[src/rtl/sdram_arbiter.sv]
// Round-robin arbiter sharing one SDRAM controller port among NREQ requesters, with an in-order read tag FIFO.
// Define SDRAM_ARB_PRIO0_EN to give requester 0 fixed top priority over the round-robin group.
module sdram_arbiter #(
  parameter int NREQ     = 4,
  parameter int TAGDEPTH = 4,
  parameter int AW       = 23,
  parameter int DW       = 32
) (
  input  logic               clk_draw,
  input  logic               rst_draw,
  input  logic [NREQ-1:0]    m_req,
  input  logic [NREQ-1:0]    m_we,
  input  logic [NREQ*AW-1:0] m_addr,
  input  logic [NREQ*DW-1:0] m_data,
  output logic [NREQ-1:0]    m_ack,
  output logic [NREQ-1:0]    m_valid,
  output logic [DW-1:0]      m_q,
  output logic [AW-1:0]      ram_addr,
  output logic [DW-1:0]      ram_data,
  output logic               ram_we,
  output logic               ram_req,
  input  logic               ram_ack,
  input  logic               ram_valid,
  input  logic [DW-1:0]      ram_q,
  output logic               busy,
  output logic               err_underflow
);

  localparam int GW = (NREQ > 1) ? $clog2(NREQ) : 1;
  localparam int TW = $clog2(TAGDEPTH);
  localparam logic [TW:0]   FULL_CNT = (TW+1)'(TAGDEPTH);
  localparam logic [GW-1:0] LAST_IDX = GW'(NREQ-1);

  typedef enum logic {IDLE, ISSUE} state_t;

  state_t        state;
  logic [GW-1:0] grant;
  logic [GW-1:0] rr_ptr;
  logic [GW-1:0] sel_idx;
  logic          sel_found;
  logic [NREQ-1:0] eligible;
  logic [NREQ-1:0] search;
  logic [GW-1:0] tags [TAGDEPTH];
  logic [TW-1:0] wr_ptr;
  logic [TW-1:0] rd_ptr;
  logic [TW:0]   count;
  logic          push;
  logic          pop;

  // Reads stall while every tag slot is in use; writes never need a tag.
  assign eligible = m_req & (m_we | {NREQ{count != FULL_CNT}});

`ifdef SDRAM_ARB_PRIO0_EN
  assign search = {eligible[NREQ-1:1], 1'b0};
`else
  assign search = eligible;
`endif

  always_comb begin
    int            idx;
    logic [GW-1:0] idx_v;
    sel_found = 1'b0;
    sel_idx   = '0;
    idx       = 0;
    idx_v     = '0;
    for (int k = 1; k <= NREQ; k++) begin
      idx   = (int'(rr_ptr) + k) % NREQ;
      idx_v = idx[GW-1:0];
      if (!sel_found && search[idx_v]) begin
        sel_found = 1'b1;
        sel_idx   = idx_v;
      end
    end
`ifdef SDRAM_ARB_PRIO0_EN
    if (eligible[0]) begin
      sel_found = 1'b1;
      sel_idx   = '0;
    end
`endif
  end

  assign push  = (state == ISSUE) && ram_ack && !ram_we;
  assign pop   = ram_valid && (count != '0);
  assign m_q   = ram_q;
  assign busy  = (state == ISSUE) || (count != '0);

  always_comb begin
    m_ack   = '0;
    m_valid = '0;
    if ((state == ISSUE) && ram_ack)
      m_ack[grant] = 1'b1;
    if (pop)
      m_valid[tags[rd_ptr]] = 1'b1;
  end

  always_ff @(posedge clk_draw) begin
    if (rst_draw) begin
      state    <= IDLE;
      grant    <= '0;
      rr_ptr   <= LAST_IDX;
      ram_req  <= 1'b0;
      ram_we   <= 1'b0;
      ram_addr <= '0;
      ram_data <= '0;
    end else begin
      case (state)
        IDLE: begin
          if (sel_found) begin
            grant    <= sel_idx;
            ram_addr <= m_addr[sel_idx*AW +: AW];
            ram_data <= m_data[sel_idx*DW +: DW];
            ram_we   <= m_we[sel_idx];
            ram_req  <= 1'b1;
            state    <= ISSUE;
          end
        end
        ISSUE: begin
          if (ram_ack) begin
            ram_req <= 1'b0;
            state   <= IDLE;
`ifdef SDRAM_ARB_PRIO0_EN
            if (grant != '0)
              rr_ptr <= grant;
`else
            rr_ptr <= grant;
`endif
          end
        end
        default: state <= IDLE;
      endcase
    end
  end

  always_ff @(posedge clk_draw) begin
    if (push)
      tags[wr_ptr] <= grant;
  end

  // Push and pop in the same cycle leave the count unchanged, even when full.
  always_ff @(posedge clk_draw) begin
    if (rst_draw) begin
      wr_ptr        <= '0;
      rd_ptr        <= '0;
      count         <= '0;
      err_underflow <= 1'b0;
    end else begin
      if (push)
        wr_ptr <= wr_ptr + 1'b1;
      if (pop)
        rd_ptr <= rd_ptr + 1'b1;
      if (ram_valid && (count == '0))
        err_underflow <= 1'b1;
      case ({push, pop})
        2'b10:   count <= count + 1'b1;
        2'b01:   count <= count - 1'b1;
        default: count <= count;
      endcase
    end
  end

endmodule

[config.mk]
export PLATFORM = sky130hd
export DESIGN_NAME = sdram_arbiter
export DESIGN_NICKNAME = d
export VERILOG_FILES = /design/src/rtl/sdram_arbiter.sv
export SDC_FILE = /design/constraint.sdc
export NUM_CORES = 1
export LEC_CHECK = 0
export ABC_AREA = 1
export BUFFER_PORTS_ARGS = -buffer_cell sky130_fd_sc_hd__buf_2
export CORE_AREA = 2 2 140 142
export DETAILED_ROUTE_END_ITERATION = 6
export DIE_AREA = 0 0 142 144
export PLACE_DENSITY = 0.66
export SYNTH_ARGS = -nofsm -noshare
export SYNTH_HDL_FRONTEND = slang
export SYNTH_SLANG_ARGS = --single-unit
[constraint.sdc]
create_clock -name clk_draw -period 4.8 [get_ports clk_draw]
set_clock_uncertainty 0.15 [all_clocks]
set_input_delay 0.24 -clock clk_draw [delete_from_list [all_inputs] [get_ports clk_draw]]
set_output_delay 0.24 -clock clk_draw [all_outputs]
set_load 0.01 [all_outputs]
# Word level (Yosys, flattened, before mapping)
# Memories as Yosys holds them, arrays and structs flattened. A register that Yosys moved wholly into a read port is not among the register bits.
# Index checks and enable logic that the tools add are counted.
dict set report totals {
  register_bits 70
  ramBits 8
  in_bits 264
  out_inout_bits 99
  elab_cells 95
  memories 1
}
# memory depth word_bits read_ports rd_ports_with_merged_regs write_ports line
set mem_list {}
lappend mem_list {tags 4 2 1 1 1 43} ;# logic [GW-1:0] tags [TAGDEPTH];
dict set report classes {
  addsub 8
  n_mul 1
  order_cmp 9
  eq_ne 5
  shifts 2
  muxes 35
  n_bitwise 3
  n_reduce_logical 20
}
# cell n
set ops {}
lappend ops {{variable part select 128 x 8 -> 32 bit} 1}
lappend ops {{variable part select 92 x 8 -> 23 bit} 1}
lappend ops {{< comparator 2 x 3 -> 1 bit, second input constant} 7}
lappend ops {{two-way mux 1 bit} 17}
lappend ops {{two-way mux 2 bit} 6}
lappend ops {{binary-select mux 1 bit (select 2 bit)} 5}
lappend ops {{logical AND 1 bit} 9}
lappend ops {{adder 2 x 1 -> 2 bit, second input constant} 4}
lappend ops {{two-way mux 4 bit} 2}
lappend ops {{multiplier 2 x 5 -> 7 bit, second input constant} 1}
lappend ops {{one-hot mux 3 bit (2 select lines)} 1}
lappend ops {{AND reduction 2 bit} 3}
lappend ops {{adder 2 bit, second input constant} 2}
lappend ops {{bitwise AND 4 bit} 1}
lappend ops {{demux 1 bit (select 2 bit)} 2}
lappend ops {{greater-or-equal comparator 2 x 1 -> 1 bit, second input constant} 2}
lappend ops {{logical NOT 1 bit} 4}
lappend ops {{inequality test 2 bit, second input constant} 2}
lappend ops {{OR 4 bit} 1}
lappend ops {{one-hot mux 1 bit (2 select lines)} 2}
lappend ops {{adder 3 x 1 -> 3 bit, second input constant} 1}
lappend ops {{logical NOT 3 bit} 1}
lappend ops {{inequality test 3 bit, second input constant} 1}
lappend ops {{nonzero test 3 bit} 1}
lappend ops {{other kinds (6)} 6}

# Longest topological paths before layout
# Gate-level depths: netlist (run 1).
dict set report depth {
  depth_word 17
  depth_mapped 19
  depth_no_buf 17
}

# Worst setup path before layout (run 1)
# Ideal clock, no wire load.
dict set report synth_timing {
  path_type {reg2reg}
  start {reg count[0]}
  end {reg ram_addr[0]}
  setup_ps 114
  t_arrival_ps 1832
  required_ps 4536
  slack_ps 2704
  path_stages_with_launch 16
  n_path_buf 3
  synth_period_minus_slack_ps 2096
  path_cell_list {dfxtp_1 nor2_2 nand3_1 nand3_1 nand2_1 nand2_1 nand2_2 nor2_4 nand3_2 nand2_1 nand2_1 buf_4 buf_6 buf_2 a21oi_1 nor2_1}
}
dict set report synth_between {
  elab_chain_cells 17
  elab_cells_between_ends 28
  cone_classes {mul: 1; eq/ne: 1; shift: 1; mux: 16; bitwise: 2; reduce/logical: 7}
}
# element line
set synth_rtl {}
lappend synth_rtl {{start: declaration} 46} ;# logic [TW:0] count;
lappend synth_rtl {{start signal: assignment} 154} ;# 2'b10: count <= count + 1'b1;
lappend synth_rtl {{start signal: assignment} 155} ;# 2'b01: count <= count - 1'b1;
lappend synth_rtl {{start signal: assignment} 156} ;# default: count <= count;
lappend synth_rtl {{inequality test 3 bit *} 51} ;# assign eligible = m_req & (m_we | {NREQ{count != FULL_CNT}});
lappend synth_rtl {{OR 4 bit *} 51}
lappend synth_rtl {{bitwise AND 4 bit *} 51}
lappend synth_rtl {{binary-select mux 1 bit (select 2 bit)} 69} ;# if (!sel_found && search[idx_v]) begin
lappend synth_rtl {{two-way mux 1 bit (not written as such)} 69}
lappend synth_rtl {{two-way mux 1 bit} 69}
lappend synth_rtl {{logical NOT 1 bit} 69}
lappend synth_rtl {{logical AND 1 bit} 69}
lappend synth_rtl {{two-way mux 1 bit} 69}
lappend synth_rtl {{logical NOT 1 bit} 69}
lappend synth_rtl {{logical AND 1 bit} 69}
lappend synth_rtl {{two-way mux 1 bit} 69}
lappend synth_rtl {{logical NOT 1 bit} 69}
lappend synth_rtl {{logical AND 1 bit} 69}
lappend synth_rtl {{two-way mux 2 bit} 69}
lappend synth_rtl {{multiplier 2 x 5 -> 7 bit} 110} ;# ram_addr <= m_addr[sel_idx*AW +: AW];
lappend synth_rtl {{variable part select 92 x 8 -> 23 bit} 110}
lappend synth_rtl {{end signal: assignment} 110}
lappend synth_rtl {{end: declaration} 18} ;# output logic [AW-1:0] ram_addr,
# Mark *: on every way between the ends. The rest lies on a longest branch, timed or not. The select of a mux whose other input is x is not followed.
# A chain may end at the register's enable or synchronous reset.

# Final worst setup path (run 1)
dict set report layout_timing {
  start {reg rr_ptr[0]}
  end {reg ram_addr[22]}
}
dict set report layout_between {
  elab_chain_cells 15
  elab_cells_between_ends 29
  cone_classes {add/sub: 4; mul: 1; shift: 1; mux: 16; reduce/logical: 7}
}
# element line
set layout_rtl {}
lappend layout_rtl {{start: declaration} 38} ;# logic [GW-1:0] rr_ptr;
lappend layout_rtl {{start signal: assignment} 125} ;# rr_ptr <= grant;
lappend layout_rtl {{adder 2 x 1 -> 2 bit} 67} ;# idx = (int'(rr_ptr) + k) % NREQ;
lappend layout_rtl {{binary-select mux 1 bit (select 2 bit)} 69}
lappend layout_rtl {{two-way mux 1 bit (not written as such)} 69}
lappend layout_rtl {{two-way mux 1 bit} 69}
lappend layout_rtl {{logical NOT 1 bit} 69}
lappend layout_rtl {{logical AND 1 bit} 69}
lappend layout_rtl {{two-way mux 1 bit} 69}
lappend layout_rtl {{logical NOT 1 bit} 69}
lappend layout_rtl {{logical AND 1 bit} 69}
lappend layout_rtl {{two-way mux 1 bit} 69}
lappend layout_rtl {{logical NOT 1 bit} 69}
lappend layout_rtl {{logical AND 1 bit} 69}
lappend layout_rtl {{two-way mux 2 bit} 69}
lappend layout_rtl {{multiplier 2 x 5 -> 7 bit} 110}
lappend layout_rtl {{variable part select 92 x 8 -> 23 bit} 110}
# Parallel ways exist; a longest one is shown, timed or not. The select of a mux whose other input is x is not followed.

==> results of run 1 <==
## state kept, by name, indices dropped and copies added, names as in the netlist, named ones only
signal	cells
rr_ptr	2
state	1
count	3
wr_ptr	2
err_underflow	1
ram_data	32
tags	8
grant	2
ram_we	1
ram_req	1
ram_addr	23
rd_ptr	2
## stage by stage
stage	worst slack [ps]	cells	hold WS [ps]	utilization, %	area (um^2)
finish	1808	1493	25.77	40.29	7687
global route	1347	1491	62.81	40.26	7682
CTS	1733	1490	8.074	40.25	7680
detailed placement	1751	1450	288.5	37.37	7129
global placement	1836	1450	284.6	37.37	7129
floorplan	2704	995	227.9	-	5786
## layer usage
metal / up-vias / routed length (um)
met5: - / 0
met4: 0 / 518
met3: 40 / 1508
met2: 272 / 9264
met1: 2896 / 8355
li1: 3542 / -
## worst min-delay path: stages
cell and delay (ps):
buf_2 100, nand2_1 70, a21oi_1 60
## logic make-up (layout without fill, tap and decap cells)
| logic type | count (synthesis) | count (layout) | share of synthesized area [%] |
|---|---|---|---|
| xor gates and xnor gates | 1 | 1 | 0.1514 |
| adders and majority gates | 6 | 6 | 1.427 |
| DFF | 80 | 80 | 29.07 |
| and+or+nand+nor | 579 | 579 | 42.88 |
| AOI/OAI and AO/OA | 74 | 74 | 6.596 |
| buffers and inverters | 255 | 512 | 19.87 |
| other | 0 | 3 | 0 |
## where the power goes
| part | leakage, uW | switching [uW] | internal (uW) |
|---|---|---|---|
| registers | 0.000671 | 87.8 | 826 |
| clock network | 0.000153 | 315 | 415 |
| logic | 0.00369 | 925 | 516 |
| total | 0.00451 | 1330 | 1760 |
## area by class of cell
class	count	area (um^2)
fill	2065	11390
tap	238	297.8
clock inverter	7	85.08
inverter	168	630.6
clock buffer	9	225.2
multi-input combinational	660	2983
timing repair buffer	328	1777
antenna	3	7.507
sequential	80	1682
## Yosys cell counts (all sizes together), types with 2 or more instances
master	count
a21oi	38
buf	70
clkbuf	17
dfxtp	72
edfxtp	8
ha	5
inv	168
nand2	261
nand3	173
nand3b	17
nor2	126
nor3	2
o211ai	2
o21ai	32
## path summary, 6_finish.rpt
check | startpoint | end | slack, ps
hold reg to reg | err_underflow | err_underflow | 300
setup / recovery | rr_ptr[0] | ram_addr[22] | 1810
setup reg to reg | rr_ptr[0] | ram_addr[22] | 1810
hold / removal | ram_valid | err_underflow | 30
## what timing repair did
action	in CTS	in global routing
hold buffers	24	0
hold endpoints to repair	24	0
setup endpoints to repair	0	0
==> results_dict.tcl, run 1 <==
set metrics [dict create \
    run_status "finished, final reports clean" \
    async_reset_ff_share_pct 0 \
    syn2layout_area_growth_pct 32.87 \
    cts_num_sinks 80 \
    hpwl_um 14090 \
    grt_util_all_layers_pct 18.19 \
    tightest_slew_ps 1127 \
    viasPerCell 4.521 \
    min_period_over_period_pct 62.34 \
    grt_max_degree 80 \
    use_met3_pct 4.934 \
    htree_num_levels 3 \
    ys_ff_latch 80 \
    cts_buffer_depth 2 \
    use_met2_pct 31.10 \
    ys_warn_count 0 \
    timing.fmax_mhz 334.2 \
    ys.flop_type "dfxtp_1" \
    worst_setup_path_start_kind "register" \
    grtUsageMet1_pct 21.59 \
    syn_area_per_cell_um2 5.815 \
    cp.arrival_ps 3090 \
    fp-row-count 51 \
    clk_latency_ps 340 \
    final_cell_mix "buf_2, nand2_1, nand3_1, inv_1, nor2_1" \
    min_path_cells 3 \
    p_per_area_nw_per_um2 401.2 \
    p_total_uw 3084 \
    clk_pin_slew_worst_paths_ps 70 \
    grt_busiest_layer "met2" \
    core_area_um2 19080 \
    postRouteAntennaNets 0 \
    grt-ovfl-total 0 \
    fp.dieH_um 144 \
    rsz0062_at_grt "false" \
    drt_iter0_markers 328 \
    slowest_stage "a21oi_4" \
    hold_class "in2reg" \
    synth_area_leaders "dfxtp_1, nand2_1, nand3_1" \
    syn-num-nets 1265 \
    die_width_um 142 \
    grt_pass1_wl_um 29460 \
    place_congestion 0.8085 \
    synth_edf_count 8 \
    yosysUniqueCellTypes 28 \
    cts_buffers 9 \
    vdd_drop_max_mv 0.1838 \
    worstSetupPathType "reg2reg" \
    num_io_pins 363 \
    slowest_delay_ps 900 \
    drc 0 \
    initial_utilization_pct 30.32 \
    finalHoldViolCount 0 \
    nets 1517 \
    synth_top_area_share_pct 24.91 \
    cts_resized 0 \
    yosys.area.top_type "dfxtp_1" \
    drv_cap 0 \
    drive_above_1_share_pct 26.76 \
    slew_violations 0 \
    cts_tree "yes" \
    portBuffers 298 \
    grt_pass1_vias 6050 \
    netlist_instances 995 \
    path_depth 10 \
    firstDrtPassIters 5 \
    antenna_found_initial 3 \
    cts_setup_buffers 0 \
    relSlewSlack_pct 24.74 \
    path_cells "xnor2_1 -> inv_2 -> nand3_1 -> nand2_1 -> nand3_2 -> nand2_2 -> a21oi_4 -> o21ai_0 -> a21oi_1 -> nor2_1" \
    cp_num_buf_inv 1 \
    mostFrequentLayoutCell "buf_2" \
    synthesis.area_um2 5786 \
    tns_ps 0 \
    worst-endpoint-required_ps 4890 \
    dieArea_um2 20450 \
    crit_fanout 40 \
    setup_violations 0 \
    crit_family "compound AO/OA/AOI/OAI gates" \
    wl_per_cell_um 13.16 \
    cts_root_buf "clkbuf_16" \
    r2r_cells 10 \
    fin_crit_ps 2992 \
    leakage_uw 0.004513 \
    routed-via-count 6750 \
    yosysSeqAreaShare_pct 29.07 \
    wirelength_um 19650 \
    critPathCaptureType "register" \
]
Note: power is estimated with default switching activity, not from simulation.
==> run 2: changes to the inputs <==
==> config.mk (replaced) <==
export PLATFORM = sky130hd
export DESIGN_NAME = sdram_arbiter
export DESIGN_NICKNAME = d
export VERILOG_FILES = /design/src/rtl/sdram_arbiter.sv
export SDC_FILE = /design/constraint.sdc
export NUM_CORES = 1
export LEC_CHECK = 0
export ABC_AREA = 0
export BUFFER_PORTS_ARGS = -buffer_cell sky130_fd_sc_hd__buf_2
export CORE_AREA = 2 2 142 144
export DETAILED_ROUTE_END_ITERATION = 6
export DIE_AREA = 0 0 144 146
export PLACE_DENSITY = 0.65
export SYNTH_ARGS = -nofsm -noshare
export SYNTH_HDL_FRONTEND = slang
export SYNTH_SLANG_ARGS = --single-unit
==> constraint.sdc (replaced) <==
create_clock -name clk_draw -period 2.5 [get_ports clk_draw]
set_clock_uncertainty 0.15 [all_clocks]
set_input_delay 0.125 -clock clk_draw [delete_from_list [all_inputs] [get_ports clk_draw]]
set_output_delay 0.125 -clock clk_draw [all_outputs]
set_load 0.01 [all_outputs]
==> run 2 against run 1 <==
Net effect:
- the flow now finishes with violations (setup timing)
- power increased by 79%
- die area increased by 2.8%
- first-iteration DRC count up 45%
- synthesized area shrank 4.3%
- sequential share of layout area decreased by 4.4 points
- combinational power up 79%
- non-clock buffer count up 131
- clock-buffer cell count rose by 1
==> results_dict.tcl, run 2 <==
set metrics [dict create \
    grt_pass1_vias 6471 \
    vdd_drop_max_mv 0.3197 \
    min_period_over_period_pct 110.1 \
    ys.flop_type "dfxtp_1" \
    cts_num_sinks 80 \
    drv_cap 0 \
    initial_utilization_pct 28.64 \
    largest_reg_flops 32 \
    hold_class "in2reg" \
    synth.most_common_cell "and3_1" \
    ys_ff_latch 80 \
    portBuffers 298 \
    worstSetupPathType "reg2reg" \
    synthesis.area_um2 5537 \
    relSlewSlack_pct 61.34 \
    clk_latency_ps 340 \
    setup_ws_ps -251.4 \
    ys_warn_count 0 \
    syn2layout_area_growth_pct 74.15 \
    yosysUniqueCellTypes 49 \
    netlist_instances 597 \
    antenna_found_initial 0 \
    grt_pass1_wl_um 35360 \
    timing.fmax_mhz 363.5 \
    top_register "ram_data" \
    cts_tree "yes" \
    holdWs_ps 18.53 \
    synth_top_area_share_pct 26.03 \
    yosysSeqAreaShare_pct 30.37 \
    final_cell_mix "buf_2, dlygate4sd3_1, dfxtp_1, and3_1, a21boi_0" \
    num_io_pins 363 \
    die_width_um 144 \
    diodes 0 \
    top_regs "ram_data: 32 flops, ram_addr: 23 flops, tags: 8 flops" \
    cts_buffer_depth 2 \
    clk_pin_slew_worst_paths_ps 70 \
    htree_num_levels 3 \
    fp.dieH_um 146 \
    core_area_um2 19330 \
    yosys-top-cells-count "and3_1, dfxtp_1, a21boi_0, a221o_1, o21a_1" \
    place_congestion 0.8664 \
    routed-via-count 6533 \
    setup_violations 56 \
    dieArea_um2 21020 \
    drive_above_1_share_pct 52.85 \
    violations "setup timing" \
    leakage_uw 0.004518 \
    synth_edf_count 8 \
    async_reset_ff_share_pct 0 \
    register_area_um2 1683 \
    fin_crit_ps 2751 \
    hpwl_um 14020 \
    grt_max_degree 42 \
    synth_area_leaders "dfxtp_1, mux2_4, and3_1" \
    fp-row-count 51 \
    grt-ovfl-total 0 \
    firstDrtPassIters 5 \
    cp.arrival_ps 2840 \
    cts_root_buf "clkbuf_16" \
    tns_ps -10490 \
    worst_setup_path_start_kind "register" \
    postLayoutCellArea_um2 9642 \
    mostFrequentLayoutCell "buf_2" \
    wl_per_cell_um 20.41 \
    run_status "complete, but fails checks" \
    yosys.area.top_type "dfxtp_1" \
    multi_input_area_um2 3691 \
    slew_violations 0 \
    p_per_area_nw_per_um2 572.6 \
    grt_util_all_layers_pct 22.02 \
    place_area_um2 7322 \
    fin_util_pct 49.87 \
    pre_cts_ws_ps -421.5 \
    fill_cells 1727 \
    cts_buffers 9 \
    worst-endpoint-required_ps 2580 \
    tightest_slew_ps 578.6 \
    postRouteAntennaNets 0 \
    critPathCaptureType "register" \
    wirelength_um 25460 \
    nets 1247 \
    finalHoldViolCount 0 \
    viasPerCell 5.239 \
    syn-num-nets 867 \
    drt_iter0_markers 476 \
    rsz0062_at_grt "true" \
    syn_area_per_cell_um2 9.274 \
    drc 0 \
    crit_fanout 8 \
]
-- run 2: kinds of logic (layout without fill, tap and decap cells) --
kind of cell    after synthesis  after routing  synth area share (%)
compound gates              222            222                 30.69
xor+xnor                      5              5                0.7911
fa+ha+maj                     6              6                 1.492
buf+inv                      99            484                 9.808
flops                        80             80                 30.37
mux                          43             43                 11.80
simple gates                142            142                 15.05
-- run 2: worst max-delay path, cell delays in order (launching register included) --
cell and delay (ps):
dfxtp_2 330, buf_6 120, or4b_4 550, a2111oi_4 360, a211oi_4 90, nand2_4 220
clkbuf_16 220, mux2_4 310, a221o_1 280
-- run 2: path summary, 6_finish.rpt --
| check | from | endpoint | slack [ps] | cells after the start |
|---|---|---|---|---|
| setup reg to reg | count[1] | ram_data[7] | -250 | 8 |
| hold reg to reg | ram_req | ram_req | 320 | 2 |
| setup / recovery | count[1] | ram_data[7] | -250 | 8 |
| hold / removal | m_addr[85] | ram_addr[16] | 20 | 3 |
-- run 2: through the flow --
stage	instances	power [uW]
final	1247	5521
after global routing	1247	5783
after CTS	1237	5376
after detailed placement	1111	3429
after global placement	1111	3407
after floorplan	597	2781
-- run 2: what timing repair did --
action / CTS / global route
setup endpoints to repair: 56 / 56
cloned: 14 / 10
gates resized for setup: 101 / 31
pin swaps: 53 / 23
hold buffers: 81 / 0
hold endpoints to repair: 46 / 0
buffers inserted: 15 / 4
-- run 2: final cells by class --
class | count | area share, %
multi-input cells | 418 | 38.28
repair buffers | 459 | 37.40
flip-flops and latches | 80 | 17.45
well taps | 265 | 3.439
clock buffers | 10 | 2.375
clock inverters | 6 | 0.7008
inverters | 9 | 0.3504
-- run 2: per-layer routing --
metal	vias to the layer above	track usage, %	wire [um]
met5	-	0	0
met4	0	10.00	1035
met3	85	5.166	1869
met2	367	37.31	12460
met1	3108	26.21	10090
li1	2973	-	-
-- run 2: power breakdown --
group / internal (uW) / total (uW) / switching, uW / leakage [uW]
Combinational: 1410 / 2580 / 1170 / 0.00371
Clock: 778 / 1350 / 577 / 0.000139
Sequential: 1480 / 1590 / 109 / 0.000668
Total: 3660 / 5520 / 1860 / 0.00452
